### config.mk
export PLATFORM = sky130hd
export DESIGN_NAME = prefetch_buffer_flat
export DESIGN_NICKNAME = d
export VERILOG_FILES = /design/src/rtl/prefetch_buffer_if.sv /design/src/rtl/prefetch_buffer.sv /design/src/flat_wrapper.sv
export SDC_FILE = /design/constraint.sdc
export NUM_CORES = 1
export LEC_CHECK = 0
export CAP_MARGIN = 5
export CORE_MARGIN = 2
export CORE_UTILIZATION = 38
export DETAILED_ROUTE_END_ITERATION = 10
export DONT_BUFFER_PORTS = 1
export PLACE_DENSITY = 0.62
export RECOVER_POWER = 100
export SLEW_MARGIN = 20
export SYNTH_ARGS = -nofsm -noshare
export SYNTH_HDL_FRONTEND = slang
export SYNTH_SLANG_ARGS = --single-unit
### constraint.sdc
create_clock -name clk -period 15.91 [get_ports clk]
set_clock_uncertainty 0.15 [all_clocks]
set_input_delay 2.3865 -clock clk [delete_from_list [all_inputs] [get_ports clk]]
set_output_delay 2.3865 -clock clk [all_outputs]
set_load 0.05 [all_outputs]
### src/rtl/prefetch_buffer_if.sv
// Handshake/window bundle between fetch stage, prefetch buffer and length decoder.
// master = fetch/decode side, slave = the buffer.
interface prefetch_buffer_if #(
    parameter int FETCH_BYTES = 16,
    parameter int ADDR_WIDTH  = 32
);
    localparam int CW = $clog2(FETCH_BYTES) + 1;

    logic                     fb_valid;
    logic                     fb_ready;
    logic [FETCH_BYTES*8-1:0] fb_data;
    logic [ADDR_WIDTH-1:0]    fb_pc;
    logic [CW-2:0]            fb_offset;
    logic                     flush;
    logic [CW-1:0]            win_bytes;
    logic [FETCH_BYTES*8-1:0] win_data;
    logic [ADDR_WIDTH-1:0]    win_pc;
    logic [CW-1:0]            consume;

    modport master (
        output fb_valid, fb_data, fb_pc, fb_offset, flush, consume,
        input  fb_ready, win_bytes, win_data, win_pc
    );

    modport slave (
        input  fb_valid, fb_data, fb_pc, fb_offset, flush, consume,
        output fb_ready, win_bytes, win_data, win_pc
    );
endinterface

### src/rtl/prefetch_buffer.sv
// Byte-granular fetch-block queue presenting a sliding instruction-byte window.
// Define PFB_BYPASS_EN to let a block entering an empty buffer show in the window the same cycle.
module prefetch_buffer #(
    parameter int FETCH_BYTES = 16,
    parameter int DEPTH       = 4,
    parameter int ADDR_WIDTH  = 32,
    parameter int CW          = $clog2(FETCH_BYTES) + 1
) (
    input  logic             clk,
    input  logic             rst_n,
    prefetch_buffer_if.slave bus
);
    localparam int W  = FETCH_BYTES * 8;
    localparam int PW = (DEPTH > 1) ? $clog2(DEPTH) : 1;
    localparam int NW = $clog2(DEPTH + 1);
    localparam int BW = CW - 1;
    localparam logic [CW-1:0] FB = CW'(FETCH_BYTES);

    logic [W-1:0]          data_q [DEPTH];
    logic [ADDR_WIDTH-1:0] pc_q   [DEPTH];
    logic [PW-1:0]         head_q, head_d, tail_q, tail_d;
    logic [NW-1:0]         count_q, count_d;
    logic [BW-1:0]         bp_q, bp_d;

    logic [PW-1:0]   next_idx;
    logic [2*W-1:0]  pair, shifted;
    logic            byp, push, write, pop, wrap, load_off;
    logic [CW-1:0]   c, s;
    logic [BW-1:0]   base_bp;

    assign bus.fb_ready = (count_q != NW'(DEPTH));
    assign next_idx     = head_q + 1'b1;
    assign pair         = {data_q[next_idx], data_q[head_q]};
    assign shifted      = pair >> {bp_q, 3'b000};

`ifdef PFB_BYPASS_EN
    assign byp = (count_q == '0) && bus.fb_valid && !bus.flush;
`else
    assign byp = 1'b0;
`endif

    always_comb begin
        bus.win_bytes = '0;
        bus.win_data  = '0;
        bus.win_pc    = '0;
        if (count_q != '0) begin
            bus.win_bytes = (count_q == NW'(1)) ? (FB - {1'b0, bp_q}) : FB;
            bus.win_data  = shifted[W-1:0];
            bus.win_pc    = pc_q[head_q] | ADDR_WIDTH'(bp_q);
        end
`ifdef PFB_BYPASS_EN
        if (byp) begin
            bus.win_bytes = FB - {1'b0, bus.fb_offset};
            bus.win_data  = bus.fb_data >> {bus.fb_offset, 3'b000};
            bus.win_pc    = bus.fb_pc | ADDR_WIDTH'(bus.fb_offset);
        end
`endif
    end

    // s < 2*FETCH_BYTES always, so its top bit flags a pop and the low bits are the new bp.
    always_comb begin
        c        = (bus.consume > bus.win_bytes) ? bus.win_bytes : bus.consume;
        base_bp  = byp ? bus.fb_offset : bp_q;
        s        = {1'b0, base_bp} + c;
        wrap     = s[CW-1];
        push     = bus.fb_valid && bus.fb_ready && !bus.flush;
        write    = push && !(byp && wrap);
        pop      = wrap && !byp;
        load_off = write && ((count_q == '0) || ((count_q == NW'(1)) && pop));
        count_d  = count_q + NW'(write) - NW'(pop);
        head_d   = head_q + PW'(pop);
        tail_d   = tail_q + PW'(write);
        bp_d     = (load_off && !byp) ? bus.fb_offset : s[BW-1:0];
        if (bus.flush) begin
            count_d = '0;
            head_d  = '0;
            tail_d  = '0;
            bp_d    = '0;
        end
    end

    always_ff @(posedge clk or negedge rst_n) begin
        if (!rst_n) begin
            head_q  <= '0;
            tail_q  <= '0;
            count_q <= '0;
            bp_q    <= '0;
        end else begin
            head_q  <= head_d;
            tail_q  <= tail_d;
            count_q <= count_d;
            bp_q    <= bp_d;
        end
    end

    always_ff @(posedge clk) begin
        if (write) begin
            data_q[tail_q] <= bus.fb_data;
            pc_q[tail_q]   <= bus.fb_pc;
        end
    end
endmodule

### src/flat_wrapper.sv
// flat-port wrapper written by rule: the top's interface ports become plain ports
module prefetch_buffer_flat 
#(
    parameter int FETCH_BYTES = 16,
    parameter int DEPTH       = 4,
    parameter int ADDR_WIDTH  = 32,
    parameter int CW          = $clog2(FETCH_BYTES) + 1
)
  (clk, rst_n, bus_fb_valid, bus_fb_data, bus_fb_pc, bus_fb_offset, bus_flush, bus_consume, bus_fb_ready, bus_win_bytes, bus_win_data, bus_win_pc);
  prefetch_buffer_if #(.FETCH_BYTES(FETCH_BYTES), .ADDR_WIDTH(ADDR_WIDTH)) bus_i ();
  input  logic clk;
  input  logic rst_n;
  input wire logic [$bits(bus_i.fb_valid)-1:0] bus_fb_valid;
  input wire logic [$bits(bus_i.fb_data)-1:0] bus_fb_data;
  input wire logic [$bits(bus_i.fb_pc)-1:0] bus_fb_pc;
  input wire logic [$bits(bus_i.fb_offset)-1:0] bus_fb_offset;
  input wire logic [$bits(bus_i.flush)-1:0] bus_flush;
  input wire logic [$bits(bus_i.consume)-1:0] bus_consume;
  output wire logic [$bits(bus_i.fb_ready)-1:0] bus_fb_ready;
  output wire logic [$bits(bus_i.win_bytes)-1:0] bus_win_bytes;
  output wire logic [$bits(bus_i.win_data)-1:0] bus_win_data;
  output wire logic [$bits(bus_i.win_pc)-1:0] bus_win_pc;
  assign bus_i.fb_valid = bus_fb_valid;
  assign bus_i.fb_data = bus_fb_data;
  assign bus_i.fb_pc = bus_fb_pc;
  assign bus_i.fb_offset = bus_fb_offset;
  assign bus_i.flush = bus_flush;
  assign bus_i.consume = bus_consume;
  assign bus_fb_ready = bus_i.fb_ready;
  assign bus_win_bytes = bus_i.win_bytes;
  assign bus_win_data = bus_i.win_data;
  assign bus_win_pc = bus_i.win_pc;
  prefetch_buffer #(.FETCH_BYTES(FETCH_BYTES), .DEPTH(DEPTH), .ADDR_WIDTH(ADDR_WIDTH), .CW(CW)) u_core (.clk(clk), .rst_n(rst_n), .bus(bus_i));
endmodule
==> out/metrics.csv, run 1 <==
metric;value;unit
finalWirelength;134000;µm
dr_total_vias;24408;
synth_fp_nets;2867;
cts_resized;0;
cts-htree-levels;3;
crit_path_end;bus_win_data[57];
seq_area_frac_synth;55.0;%
dr.pass1.iters;6;
synth_ff_type;edfxtp_1;
wl_per_cell;34.6;µm
syn_inst;2678;
ys_async_sr_fraction;1.69;%
clock-sinks;651;
die_height;310;µm
status;finished, violations left;
cp.arrival;8760;ps
nets;2763;
slew_violations;828;
synth-edff-count;640;
critPathMaxFanout;75;
num_io_pins;339;
initial_core_util;38.2;%
hp-class;reg -> reg;
worstMarginPinSlew;3950;ps
drcViolationCount;0;
cts_buffers;68;
cp.required;13370;ps
dp_hpwl;99700;µm
grt_pass1_wl;185000;µm
port-buffer-count;0;
clk_pin_slew_worst_paths;60;ps
hold_depth;2;
cts_max_path_buffers;3;
violations;max-capacitance violations, max-slew violations;
grt_overflow;0;
critPathKind;reg -> out;
track_usage;27.7;%
synth.largest_area_cell;edfxtp_1;
globalplace.congestion;0.986;
cts_tree;built;
drive_gt1_share;16.2;%
syn_area;35500;µm²
syn2layout_area_growth;9.13;%
max_freq;88.6;MHz
min_period;11290;ps
crit_start;u_core.base_bp[1];
crit_path_start_kind;register;
synth_top_cell_area_share;54.2;%
r2r-start;u_core.base_bp[1];
rows;112;
setup-tns-final;0;ps
grt_max_degree;99;
drt_iter0_markers;3225;
diodes;0;
yosysWarnings;0;
final_common_cell;edfxtp_1;
cts-hold-fix-buffers;0;
maxCapViolations;17;
post_synth.cell_area_avg;13.2;µm²
r2r.worst_path.cells;25;
core_area;92900;µm²
rsz0062_at_grt;no;
hold_viol_final;0;
finalSetupViolations;0;
dieArea;95800;µm²
ant_nets;0;
via_per_inst;6.29;
end_kind;output port;
post-cts-setup-buffers;0;
ys_ff_latch;651;
relSlewSlack;-163;%
ff2ff_setup_slack;5200;ps
grt_pass1_vias;23420;
timing.final.crit_share;71.0;%
final_cell_mix;640 x edfxtp_1, 620 x nand2_1, 280 x mux4_2;
clockRootBuffer;clkbuf_16;
antenna_found_initial;0;
synthTopCellsByArea;edfxtp_1 54%, mux4_2 18%, nand2_1 6.6%, mux2i_1 5.1%, a21o_1 2.7%;
clk_latency;630;ps
die_x;310;µm
timing.rr.end;u_core.count_q[2];
synth_cell_types;40;
## per-stage QoR
| step | hold WS [ps] | cells | util (%) | instance area, µm² | worst slack (ps) |
|---|---|---|---|---|---|
| after floorplan | 405 | 2678 | - | 35500 | 536 |
| after global routing | 535 | 3882 | 41.7 | 38700 | 4220 |
| final | 496 | 3882 | 41.7 | 38700 | 4620 |
| after detailed placement | 526 | 3758 | 39.3 | 36500 | 8280 |
| after CTS | 531 | 3882 | 41.8 | 38800 | 7600 |
| after global placement | 470 | 3758 | 39.3 | 36500 | 8310 |
## state kept, by name (all words and copies together) (netlist names)
register / flops
u_core.data_q: 512
u_core.head_q: 2
u_core.tail_q: 2
u_core.pc_q: 128
u_core.count_q: 3
u_core.base_bp: 4
## synth_stat cells (34+ instances only)
cell type / count
a21o_1: 129
buf_1: 34
buf_2: 45
clkbuf_1: 109
edfxtp_1: 640
mux2i_1: 181
mux4_2: 280
nand2_1: 620
nor2_1: 171
nor2b_1: 37
o21ai_0: 37
o21ai_1: 43
o22ai_1: 65
o32ai_1: 80
## logic make-up after synthesis
logic type | share of synthesized area, %
AOI/OAI and AO/OA | 7.84
DFF | 55.0
and+or+nand+nor | 10.2
xor gates and xnor gates | 0.222
adders and majority gates | 0.607
buffers and inverters | 3.00
muxes | 23.1
## final cells by class
class / instances / area [µm²]
well taps: 1254 / 1570
clock inverters: 36 / 526
inverters: 13 / 57.6
clock buffers: 88 / 1820
fillers: 8465 / 54200
flip-flops and latches: 651 / 19500
multi-input cells: 1795 / 14900
repair buffers: 45 / 290
## routing by layer
| layer | global-route usage, % | routed length (µm) | up-vias |
|---|---|---|---|
| met1 | 36.1 | 51800 | 12771 |
| met5 | 0 | 0 | - |
| li1 | - | - | 10124 |
| met2 | 43.5 | 62500 | 1317 |
| met4 | 8.87 | 4660 | 0 |
| met3 | 9.38 | 15400 | 196 |
## worst max-delay path: stages, from the launching register on
cell	delay (ps)
dfrtp_1	1690
clkinvlp_2	2680
clkbuf_1	1570
buf_4	850
mux2i_1	520
o32ai_1	200
a21o_1	490
## worst min path at each step
stage / startpoint / end / slack [ps]
after floorplan: u_core.tail_q[1] / u_core.tail_q[1] / 400
after global placement: u_core.tail_q[1] / u_core.tail_q[1] / 470
after detailed placement: u_core.tail_q[1] / u_core.tail_q[1] / 530
after CTS: u_core.tail_q[1] / u_core.tail_q[1] / 530
after global routing: u_core.tail_q[1] / u_core.tail_q[1] / 530
final: u_core.tail_q[1] / u_core.tail_q[1] / 500
Power of run 1 is left out: the tool's default activity adds up to more than one toggle a clock period on the data nets, which glitch-free logic cannot reach.
==> run 2, diff against run 1 <==
==> constraint.sdc (replaced) <==
create_clock -name clk -period 11.02 [get_ports clk]
set_clock_uncertainty 0.15 [all_clocks]
set_input_delay 1.653 -clock clk [delete_from_list [all_inputs] [get_ports clk]]
set_output_delay 1.653 -clock clk [all_outputs]
set_load 0.05 [all_outputs]
==> run 2 against run 1 <==
Net effect: register-to-register slack worse by 2900 ps; critical path depth up 19; the flow still finishes with violations (max-capacitance violations, max-slew violations); sequential share of layout area up 0.057 points; die area unchanged; utilization about the same.
==> out/metrics.csv, run 2 (synthesis results as in run 1) <==
metric;value;unit
track_usage;27.5;%
antenna_found_initial;1;
critPathKind;reg -> reg;
largest_reg_flops;512;
largest-register;u_core.data_q;
crit_start;u_core.base_bp[1];
ant_nets;0;
stdcell_area;38700;µm²
critPathSlowestCell;dfrtp_1;
via_per_inst;6.31;
multi_input_area;15000;µm²
ff_latch_area;19500;µm²
end_kind;register;
cts-htree-levels;3;
cp_slowest_stage_delay;2200;ps
hold_viol_final;0;
dp_hpwl;97800;µm
drcViolationCount;0;
drive_gt1_share;16.3;%
wl_per_cell;34.6;µm
worstMarginPinSlew;4150;ps
hp-class;reg -> reg;
die_x;310;µm
port-buffer-count;0;
grt_max_degree;128;
finalWirelength;134000;µm
clockRootBuffer;clkbuf_16;
cts_tree;built;
clock-sinks;651;
grt_pass1_wl;183000;µm
final_common_cell;edfxtp_1;
dieArea;95800;µm²
path_common_cell;ha_1;
cp.required;11390;ps
rsz0062_at_grt;no;
syn2layout_area_growth;9.03;%
slew_violations;815;
grt_overflow;0;
cts_resized;0;
die_height;310;µm
min_from;u_core.tail_q[1];
violations;max-capacitance violations, max-slew violations;
final_core_util;41.6;%
cts_buffers;71;
critPathMaxFanout;68;
clk_pin_slew_worst_paths;60;ps
num_io_pins;339;
max_freq;115;MHz
worst-path-buf-inv;5;
core_area;92900;µm²
timing.final.crit_share;78.7;%
postPlaceCellArea;36500;µm²
rows;112;
min_period;8670;ps
cts_max_path_buffers;3;
initial_core_util;38.2;%
use_met1;34.7;%
nFillCells;8516;
crit_path_start_kind;register;
setup-tns-final;0;ps
whs;543;ps
drt_iter0_markers;3398;
cp.arrival;9050;ps
dr.pass1.iters;6;
cts-hold-fix-buffers;0;
diodes;0;
r2r-start;u_core.base_bp[1];
status;finished, violations left;
grt_util_met2;42.3;%
cp_top_family;flip-flops;
nets;2758;
globalplace.congestion;1.00;
dr_total_vias;24453;
grt_pass1_vias;23411;
post-cts-setup-buffers;0;
grt.busiest_layer;met2;
final_cell_mix;640 x edfxtp_1, 620 x nand2_1, 280 x mux4_2;
clk_latency;630;ps
finalSetupViolations;0;
relSlewSlack;-177;%
maxCapViolations;15;
grtUsageMet3;10.8;%
[run 2: worst paths after layout]
path	end	slack [ps]	depth (start not counted)
worst max-delay path	u_core.count_q[2]	2350	25
worst min-delay path	u_core.tail_q[1]	540	2
worst max register to register	u_core.count_q[2]	2350	25
worst min register to register	u_core.tail_q[1]	540	2
max in group asynchronous	u_core.head_q[0]	10080	0
min in group asynchronous	u_core.base_bp[2]	550	0
[run 2: worst min-delay path, delay by kind of cell, from the launching register on]
family / cells / cell delay, ps
and+or+nand+nor: 1 / 40
DFF: 1 / 460
xor gates and xnor gates: 1 / 150
[run 2: per-layer routing]
metal	part of all wire [%]	wire length (µm)
met5	0.0097	13
met2	46	62100
met4	4.5	6010
met1	37	49600
met3	12	16200
[run 2: area by class of cell]
class / instances / share of cell area [%]
well taps: 1254 / 4.06
multi-input cells: 1795 / 38.7
clock buffers: 85 / 4.84
inverters: 13 / 0.159
clock inverters: 41 / 1.11
flip-flops and latches: 651 / 50.4
repair buffers: 37 / 0.689
[run 2: stage by stage]
| stage | setup slack, ps | instances |
|---|---|---|
| after detailed placement | 4130 | 3750 |
| after global routing | 1720 | 3876 |
| after floorplan | 1400 | 2678 |
| after global placement | 4230 | 3750 |
| after CTS | 4100 | 3876 |
| final | 2350 | 3876 |
Power of run 2 is left out for the same reason.
